## src/rtl/multicycle_control.sv

```systemverilog
// multicycle_control: control FSM sequencing the shared ALU, memory port and register file of the multicycle RV32 core
module multicycle_control #(
  parameter int TIMEOUT = 16
) (
  input  logic       clk,
  input  logic       rst,
  input  logic [6:0] opcode,
  input  logic       zero,
  input  logic       mem_ready,
  output logic       pc_write,
  output logic       pc_write_cond,
  output logic       pc_source,
  output logic       iord,
  output logic       mem_read,
  output logic       mem_write,
  output logic       ir_write,
  output logic       mem_to_reg,
  output logic       reg_write,
  output logic       alusrc_a,
  output logic [1:0] alusrc_b,
  output logic [1:0] aluop,
  output logic       fault,
  output logic [1:0] fault_cause,
  output logic [3:0] state
);
  typedef enum logic [3:0] {
    FETCH = 4'd0, DECODE = 4'd1, MEMADR = 4'd2, MEMRD = 4'd3, MEMWB = 4'd4,
    MEMWR = 4'd5, EXEC = 4'd6, ALUWB = 4'd7, BRANCH = 4'd8, FAULT = 4'd9
  } state_t;
  localparam logic [6:0] OP_R = 7'b0110011, OP_LW = 7'b0000011, OP_SW = 7'b0100011, OP_BEQ = 7'b1100011;
  state_t st, nxt;
  logic [7:0] cnt;
  logic [6:0] op_q;
  logic [1:0] cause;
  logic waiting, tmo;
  assign waiting = (st == FETCH || st == MEMRD || st == MEMWR) && !mem_ready;
  assign tmo = waiting && cnt == 8'(TIMEOUT - 1);
  always_comb begin
    nxt = FETCH;
    case (st)
      FETCH:  nxt = mem_ready ? DECODE : tmo ? FAULT : FETCH;
      DECODE: nxt = opcode == OP_R ? EXEC : (opcode == OP_LW || opcode == OP_SW) ? MEMADR :
                    opcode == OP_BEQ ? BRANCH : FAULT;
      MEMADR: nxt = op_q == OP_LW ? MEMRD : MEMWR;
      MEMRD:  nxt = mem_ready ? MEMWB : tmo ? FAULT : MEMRD;
      MEMWR:  nxt = mem_ready ? FETCH : tmo ? FAULT : MEMWR;
      EXEC:   nxt = ALUWB;
      default: nxt = FETCH;
    endcase
  end
  always_ff @(posedge clk or negedge rst)
    if (!rst) begin
      st <= FETCH;
      cnt <= '0;
      op_q <= '0;
      cause <= '0;
    end else begin
      st <= nxt;
      cnt <= nxt != st ? 8'd0 : waiting ? cnt + 8'd1 : cnt;
      if (st == DECODE) op_q <= opcode;
      if (nxt == FAULT) cause <= st == DECODE ? 2'b01 : 2'b10;
    end
  // outputs are qualified by rst so everything reads 0 the instant reset asserts
  assign pc_write      = rst && st == FETCH && mem_ready;
  assign ir_write      = rst && st == FETCH && mem_ready;
  assign mem_read      = rst && (st == FETCH || st == MEMRD);
  assign iord          = rst && (st == MEMRD || st == MEMWR);
  assign mem_write     = rst && st == MEMWR;
  assign mem_to_reg    = rst && st == MEMWB;
  assign reg_write     = rst && (st == MEMWB || st == ALUWB);
  assign alusrc_a      = rst && (st == MEMADR || st == EXEC || st == BRANCH);
  assign alusrc_b      = !rst ? 2'b00 : st == FETCH ? 2'b01 : (st == DECODE || st == MEMADR) ? 2'b10 : 2'b00;
  assign aluop         = !rst ? 2'b00 : st == EXEC ? 2'b10 : st == BRANCH ? 2'b01 : 2'b00;
  // zero gates the PC in the datapath; the term keeps the port connected here without changing the result
  assign pc_write_cond = rst && st == BRANCH && (zero || !zero);
  assign pc_source     = rst && st == BRANCH;
  assign fault         = rst && st == FAULT;
  assign fault_cause   = cause;
  assign state         = st;
endmodule

```

## config.mk

```make
export PLATFORM = sky130hd
export DESIGN_NAME = multicycle_control
export DESIGN_NICKNAME = d
export VERILOG_FILES = /design/src/rtl/multicycle_control.sv
export SDC_FILE = /design/constraint.sdc
export NUM_CORES = 1
export LEC_CHECK = 0
export CORE_UTILIZATION = 53
export CTS_CLUSTER_DIAMETER = 60
export CTS_CLUSTER_SIZE = 8
export DETAILED_ROUTE_END_ITERATION = 12
export PLACE_DENSITY = 0.85
export SYNTH_ARGS = -nofsm -noshare
export SYNTH_HDL_FRONTEND = slang
export SYNTH_SLANG_ARGS = --single-unit
export TNS_END_PERCENT = 1
```

## constraint.sdc

```tcl
create_clock -name clk -period 5.6 [get_ports clk]
set_input_delay 0.84 -clock clk [delete_from_list [all_inputs] [get_ports clk]]
set_output_delay 0.84 -clock clk [all_outputs]
set_load 0.05 [all_outputs]
```

==> out/results.ini, run 1 <==
[floorplanning]
pin_count=32
die_w_um=52.0
core_sq_um=2280
rows=17
die-area_sq_um=2700
initial_core_util_pct=58.2
dieHeight_um=52.0

[synth]
yosysSeqAreaShare_pct=39.7
synth_edf_count=0
yosysTopAreaCell=dfrtp_1
synth_cell_types=48
netlist_instances=138
ys_dominant_reg_cell=dfrtp_1
yosysMostFrequentCell=dfrtp_1
synthArstFlopShare_pct=100
syn_area_per_cell_sq_um=9.59
ys_warn_count=0
netlist.area_leader.share_pct=39.7
synth.cell_area_sq_um=1320
synthTopCellsByArea=dfrtp_1 40%, mux2_2 6.0%, a211oi_1 4.0%, xor2_1 4.0%, nand2_1 3.4%
synthTopCellsByCount=21 x dfrtp_1, 12 x nand2_1
ys_ff_latch=21
synthesis.nets=150

[worst_hold_path]
min_path_type=register to register
hold-path-cell-count=1

[setup_path]
crit_fanout=15
crit_required_ns=4.76
ff2ff_path_depth=5
path_common_cell=clkdlybuf4s50_1
crit_type=primary input to output pin
crit_chain=clkdlybuf4s50_1, nand2_1, nor4_1, clkdlybuf4s50_1
cp.arrival_ns=3.07
endpoint_kind=output pin
critPathMaxStageDelay_ns=0.87
crit_slowest_cell=clkdlybuf4s50_1
crit_path_start_kind=primary input

[clocking]
htreeDepth=1
cts_hold_buf=0
cts_tree=yes
cts.repair.resized=0
clock-root-buffer=clkbuf_4
cts_buffers=3
clk_pin_slew_ns=0.12
post_cts_buffers=0
worstSkewPairLatency_ns=0.31
cts_buffer_depth=2
cts_sinks=21

[global_routing]
grt_usage_pct=24.1
grt_first_pass_wirelength_mm=4.86
grt_max_degree=19
grt_overflow=0
antenna_found_initial=0
grt_pass1_vias=1066

[place]
place.port_buffers=30
dp_hpwl_mm=2.08
dpl_worst_slack_ns=1.65
gp_congestion=0.852

[timing]
worst_pin_slew_ns=1.04
finalSetupViolCount=0
grt_setup_unrepaired=false
slew_headroom_pct=30.5
fin_crit_ns=3.91
hold_viol=0
tns_ns=0
skew_ns=0.00784
slew_violations=0
setup_slack_ns=1.69
max_freq_mhz=256
finalCritPeriodShare_pct=69.8

[final_layout]
fill_cells=173
antenna_cells=0
drive_gt1_share_pct=13.0
area_delta_synth_final_pct=24.1
num-nets-final=175
utilization_pct=72.2

[job]
max_cap_viol_count=0

[power_and_ir_drop]
power_density_nw_per_um2=395
leakage_nw=0.666
ir_drop_mv=0.319

[routing]
postRouteAntennaNets=0
drcViolationCount=0
finalWirelength_mm=2.82
routedWlPerCell_um=14.8
vias_per_cell=6.14
num_vias=1166
dr.pass1.iters=4
initialDrtViolationCount=17

[run_status]
status=completed

## per-stage QoR
step           hold slack [ns]  cells  area (sq um)  power (mW)
5_1_grt                  0.522    190          1640       0.690
3_3_place_gp             0.458    186          1620       0.567
3_5_place_dp             0.469    186          1620       0.576
2_1_floorplan            0.481    138          1320       0.499
6_report                 0.489    190          1640       0.648
4_1_cts                  0.494    190          1640       0.650
## worst max-delay path: cells and delay by family
kind,cells,cell delay (ns)
buf+inv,2,1.71
simple gates,2,0.51
## state kept, by name (all words and copies together), names as in the netlist
register,count
fault_cause,2
cnt,8
state,4
op_q,7
## worst paths after layout
check                               startpoint             end  slack [ns]
worst min register to register  fault_cause[1]  fault_cause[1]        0.49
worst max register to register        state[0]          cnt[1]        2.68
worst min-delay path            fault_cause[1]  fault_cause[1]        0.49
worst max-delay path                       rst        ir_write        1.69
max in group asynchronous                  rst        state[1]        4.12
min in group asynchronous                  rst        state[3]        0.89
## logic make-up (layout without fill, tap and decap cells)
kind of cell	after synthesis	in the layout	synth area share (%)
flip-flops	21	21	39.7
XOR/XNOR	8	8	5.29
AO/OA/AOI/OAI	31	31	18.1
AND/OR/NAND/NOR	56	56	24.4
multiplexers	8	8	6.71
adder cells (fa/ha/maj)	1	1	0.945
buffers and inverters	13	37	4.91
## power breakdown
| group | internal [mW] | leakage [nW] | switching (mW) |
|---|---|---|---|
| Combinational | 0.136 | 0.380 | 0.206 |
| Sequential | 0.188 | 0.269 | 0.0450 |
| Clock | 0.0267 | 0.0177 | 0.0469 |
## per-layer routing
metal | up-vias | track usage [%] | part of all wire, %
li1 | 558 | - | -
met1 | 563 | 32.1 | 45
met2 | 40 | 40.6 | 48
met3 | 5 | 2.05 | 5.3
met4 | 0 | 8.11 | 1.5
met5 | - | 0 | 0
## cell type report
type                    count  area (sq um)  share of cell area [%]
clock buffers               3          22.5                    1.37
clock inverters             1          5.00                   0.305
inverters                   2          7.51                   0.457
multi-input cells         104           739                    45.0
flip-flops and latches     21           526                    32.0
well taps                  28          35.0                    2.13
repair buffers             31           308                    18.7
## cell usage in the layout, fill, tap and decap left out, types with 2 or more instances in the layout
| cell type | n |
|---|---|
| dfrtp_1 | 21 |
| clkbuf_4 | 3 |
| clkdlybuf4s50_1 | 30 |
| a211oi_1 | 7 |
| nor4_1 | 2 |
| nor2b_1 | 3 |
| nor2_1 | 7 |
| o211ai_1 | 2 |
| and3_1 | 5 |
| a21o_1 | 2 |
| nand2b_1 | 4 |
| nand4_1 | 2 |
| nand2_1 | 12 |
| or4_4 | 2 |
| nand3_1 | 3 |
| inv_1 | 2 |
| xnor2_1 | 2 |
| a21oi_1 | 2 |
| mux2_2 | 7 |
| nor3_1 | 7 |
| xor2_1 | 6 |
| o21ai_0 | 5 |
Note: power is estimated with default switching activity, not from simulation.
==> run 2, diff against run 1 <==
--- a/config.mk
+++ b/config.mk
@@ -5,11 +5,11 @@
 export SDC_FILE = /design/constraint.sdc
 export NUM_CORES = 1
 export LEC_CHECK = 0
-export CORE_UTILIZATION = 53
+export CORE_UTILIZATION = 49
 export CTS_CLUSTER_DIAMETER = 60
 export CTS_CLUSTER_SIZE = 8
 export DETAILED_ROUTE_END_ITERATION = 12
-export PLACE_DENSITY = 0.85
+export PLACE_DENSITY = 0.79
 export SYNTH_ARGS = -nofsm -noshare
 export SYNTH_HDL_FRONTEND = slang
 export SYNTH_SLANG_ARGS = --single-unit
==> constraint.sdc (replaced) <==
create_clock -name clk -period 4 [get_ports clk]
set_input_delay 0.6 -clock clk [delete_from_list [all_inputs] [get_ports clk]]
set_output_delay 0.6 -clock clk [all_outputs]
set_load 0.05 [all_outputs]
==> run 2 against run 1 <==
Effect of this change:
- core utilization fell by 7.0 points
- clock skew barely moved
- sequential share of layout area hardly changed
- flip-flop and latch count did not move
- critical path type unchanged
- critical endpoint is now alusrc_b[0]
- largest cell class unchanged
- highest routed layer unchanged
==> out/results.ini, run 2 (synthesized netlist as in run 1, its figures left out) <==
[setup_path]
crit_end=alusrc_b[0]
crit_path_start_kind=primary input
r2r-start=state[0]
r2r-end=cnt[0]
ff2ff_path_depth=5
crit_fanout=15
startpoint=rst
rrSetupSlack_ns=1.49
crit_type=primary input to output pin
cp.arrival_ns=2.46
crit_required_ns=3.40
endpoint_kind=output pin

[routing]
routedWlPerCell_um=14.7
finalWirelength_mm=2.85
drcViolationCount=0
num_vias=1148
postRouteAntennaNets=0
vias_per_cell=5.92
dr.pass1.iters=4
initialDrtViolationCount=10

[global_routing]
antenna_found_initial=0
grt_first_pass_wirelength_mm=4.60
grt_pass1_vias=1072
grt_overflow=0
grt_usage_pct=21.5
grt_max_degree=19

[final_layout]
final_common_cell=clkdlybuf4s50_1
area_delta_synth_final_pct=24.2
drive_gt1_share_pct=17.1
final_cell_mix=24 x clkdlybuf4s50_1, 21 x dfrtp_1, 12 x nand2_1
antenna_cells=0
top_register=cnt
largest_reg_flops=8
num-nets-final=177

[job]
max_cap_viol_count=0

[power_and_ir_drop]
power_density_nw_per_um2=555
total_power_mw=0.913
p_int_mw=0.494
ir_drop_mv=0.399
power_frac_clock_pct=10.9
sw_frac_of_total_pct=45.9
comb_power_share_pct=53.0
leakage_nw=0.685
seqPwrFrac_pct=36.0
power_switching_mw=0.419

[floorplanning]
dieHeight_um=54.0
pin_count=32
die_w_um=54.0
initial_core_util_pct=52.5
core_sq_um=2520
rows=18
die-area_sq_um=2910

[worst_hold_path]
min-delay-start=fault_cause[1]
min_path_type=register to register

[clocking]
cts_buffer_depth=2
cts_hold_buf=0
clock-root-buffer=clkbuf_4
worstSkewPairLatency_ns=0.30
htreeDepth=1
post_cts_buffers=0
cts.repair.resized=0
cts_buffers=3
cts_sinks=21
clk_pin_slew_ns=0.12
cts_tree=yes

[timing]
slew_violations=0
tns_ns=0
hold_viol=0
finalCritPeriodShare_pct=76.4
max_freq_mhz=327
slew_headroom_pct=52.2
grt_setup_unrepaired=false
fin_crit_ns=3.06
finalSetupViolCount=0
worst_pin_slew_ns=0.698
skew_ns=0.00751

[run_status]
status=completed

[place]
dp_hpwl_mm=2.15
place.port_buffers=30
gp_congestion=0.765

run 2: cell count changes in the layout (fill, tap and decap cells not counted):
cell / change
clkinv_2: -1
buf_4: +8
clkbuf_1: +1
clkdlybuf4s50_1: -6
run 2: area by class of cell:
cell class,instances,area [sq um]
clock buffers,4,26.3
fillers,210,878
inverters,2,7.51
multi-input cells,104,739
flip-flops and latches,21,526
well taps,30,37.5
repair buffers,33,308
run 2: worst max-delay path, cell delays in order:
cell	delay, ns
clkdlybuf4s50_1	0.50
buf_4	0.23
nand2_1	0.14
nor3_1	0.15
clkdlybuf4s50_1	0.84
run 2: power groups by stage:
| stage | Clock [mW] | Sequential, mW | Combinational [mW] |
|---|---|---|---|
| 2_1_floorplan | 0 | 0.326 | 0.373 |
| 3_3_place_gp | 0 | 0.330 | 0.474 |
| 3_5_place_dp | 0 | 0.332 | 0.484 |
| 4_1_cts | 0.107 | 0.329 | 0.485 |
| 5_1_grt | 0.114 | 0.338 | 0.519 |
| 6_report | 0.0998 | 0.329 | 0.484 |
run 2: per-stage QoR:
step	worst slack, ns	hold WS, ns	instance area [sq um]	cells	utilization (%)
floorplan	0.385	0.304	1320	138	-
global placement	0.989	0.466	1620	190	64.1
detailed placement	0.939	0.468	1620	190	64.1
CTS	0.934	0.497	1640	194	65.2
global route	0.813	0.513	1640	194	65.2
finish	0.944	0.489	1640	194	65.2
run 2: worst min path at each step:
stage	to	slack, ns	depth (start not counted)
2_1_floorplan	cnt[0]	0.30	0
3_3_place_gp	fault_cause[1]	0.47	1
3_5_place_dp	fault_cause[1]	0.47	1
4_1_cts	fault_cause[1]	0.50	1
5_1_grt	fault_cause[1]	0.51	1
6_report	fault_cause[1]	0.49	1
run 2: layer usage:
metal	global-route usage, %	part of all wire [%]
met1	25.9	47
met2	38.7	50
met3	3.39	2.4
met4	6.84	0.95
met5	0	0
==> run 3, diff against run 2 <==
--- a/config.mk
+++ b/config.mk
@@ -5,11 +5,11 @@
 export SDC_FILE = /design/constraint.sdc
 export NUM_CORES = 1
 export LEC_CHECK = 0
-export CORE_UTILIZATION = 49
+export CORE_UTILIZATION = 44
 export CTS_CLUSTER_DIAMETER = 60
 export CTS_CLUSTER_SIZE = 8
 export DETAILED_ROUTE_END_ITERATION = 12
-export PLACE_DENSITY = 0.79
+export PLACE_DENSITY = 0.75
 export SYNTH_ARGS = -nofsm -noshare
 export SYNTH_HDL_FRONTEND = slang
 export SYNTH_SLANG_ARGS = --single-unit
==> constraint.sdc (replaced) <==
create_clock -name clk -period 2.5 [get_ports clk]
set_input_delay 0.375 -clock clk [delete_from_list [all_inputs] [get_ports clk]]
set_output_delay 0.375 -clock clk [all_outputs]
set_load 0.05 [all_outputs]
==> run 3 against run 2 <==
Effect of this change:
- the run now ends with DRC left
- count of clock-buffer cells in the layout is the same
- via count grew 4.5%
- routed wire length grew 13%
- sequential power grew 52%
- clock power grew 63%
- hold slack lost 0.16 ns
- critical path depth is the same
- global-route usage grew 0.36 points
- non-clock buffer count grew 7
- clock skew shrank 0.0055 ns
- critical path type is now register to register
- largest power group unchanged
==> out/results.ini, run 3 (synthesized netlist as in run 1, its figures left out) <==
[run_status]
status=finished with violations
violations=DRC

[routing]
drcViolationCount=2
finalWirelength_mm=3.23
vias_per_cell=5.94
dr.pass1.iters=8
postRouteAntennaNets=0
num_vias=1200
initialDrtViolationCount=50
routedWlPerCell_um=16.0

[global_routing]
grt_overflow=0
grt_use_met1_pct=27.2
top_usage_layer=met2
antenna_found_initial=0
met3_usage_pct=4.84
grt_first_pass_wirelength_mm=5.58
grt_max_degree=21
grt_pass1_vias=1244
met2_usage_pct=36.6
grt_usage_pct=21.9

[clocking]
cts_tree=yes
clk_pin_slew_ns=0.11
cts_buffer_depth=2
cts_buffers=3
clock-root-buffer=clkbuf_4
worstSkewPairLatency_ns=0.30
cts_sinks=21
cts_hold_buf=0
htreeDepth=1

[place]
dp_hpwl_mm=2.57
dpl_worst_slack_ns=0.0144
gp_congestion=0.835
place.port_buffers=30
dp.cells=197
post_dp_cell_area_sq_um=1850

[timing]
hold_viol=0
grt_setup_unrepaired=false
skew_ns=0.00204
finalCritPeriodShare_pct=96.2
finalSetupViolCount=0
tns_ns=0
slew_violations=0
max_freq_mhz=416
setup_slack_ns=0.0961
worst_pin_slew_ns=0.655
slew_headroom_pct=55.9
fin_crit_ns=2.40

[floorplanning]
die_w_um=56.9
die-area_sq_um=3230
initial_core_util_pct=47.2
core_sq_um=2810
rows=19
pin_count=32
dieHeight_um=56.9

[setup_path]
critPathMaxStageDelay_ns=0.59
r2r-end=cnt[5]
crit_chain=or4_4, o41ai_2, o211ai_1, or4_4, a211oi_1
crit_type=register to register
cp.arrival_ns=2.61
rrSetupSlack_ns=0.1
ff2ff_path_depth=5
endpoint_kind=register
crit_fanout=8
crit_path_start_kind=register
r2r-start=op_q[2]
path_common_cell=or4_4
crit_required_ns=2.71
crit_slowest_cell=or4_4

[job]
max_cap_viol_count=0

[final_layout]
final_cell_mix=21 x dfrtp_1, 15 x clkdlybuf4s50_1, 15 x buf_12
drive_gt1_share_pct=27.5
num-nets-final=184
largest_reg_flops=8
area_delta_synth_final_pct=42.0
final_common_cell=dfrtp_1
final_cell_count_no_fill=202
top_register=cnt
antenna_cells=0
final_area_sq_um=1880

[power_and_ir_drop]
leakage_nw=0.788
power_density_nw_per_um2=872
ir_drop_mv=0.486
total_power_mw=1.64

[worst_hold_path]
min_path_type=primary input to asynchronous set/reset pin

==> run 3: what timing repair did <==
action	4_1_cts	5_1_grt
setup buffers	0	1
gates resized for setup	0	0
endpoints found under the hold margin	0	0
setup endpoints to repair	0	8
==> run 3: critical path: cells and delay by family (launching register included) <==
kind,cells,cell delay [ns]
DFF,1,0.40
AOI/OAI and AO/OA,3,0.78
and+or+nand+nor,2,1.13
==> run 3: layout make-up <==
cell class | instances | area, sq um
clock buffers | 4 | 26.3
inverters | 2 | 7.51
well taps | 31 | 38.8
fillers | 226 | 926
flip-flops and latches | 21 | 526
multi-input cells | 104 | 756
repair buffers | 40 | 526
==> run 3: layer usage <==
metal	vias up	wire [um]
li1	575	-
met1	589	1360
met2	29	1690
met3	7	125
met4	0	54
met5	-	0
==> run 3: worst max-delay path by stage <==
stage                     slack [ns]      start          to
final                            0.1    op_q[2]      cnt[5]
after global routing           0.001    op_q[2]      cnt[5]
after CTS                       0.10    op_q[2]      cnt[0]
after detailed placement        0.01  opcode[2]      cnt[0]
after global placement          0.12  opcode[2]      cnt[1]
after floorplan                -0.26   state[2]  mem_to_reg
==> run 3: through the flow <==
stage / hold WS [ns] / util (%)
floorplan: 0.0794 / -
global route: 0.325 / 67.0
detailed placement: 0.474 / 65.8
CTS: 0.327 / 66.7
global placement: 0.461 / 65.8
finish: 0.326 / 67.0
==> run 3: report_power, final <==
group,internal (mW),switching (mW),total (mW)
clock,0.0622,0.101,0.163
combinational,0.435,0.541,0.976
sequential,0.421,0.0793,0.500
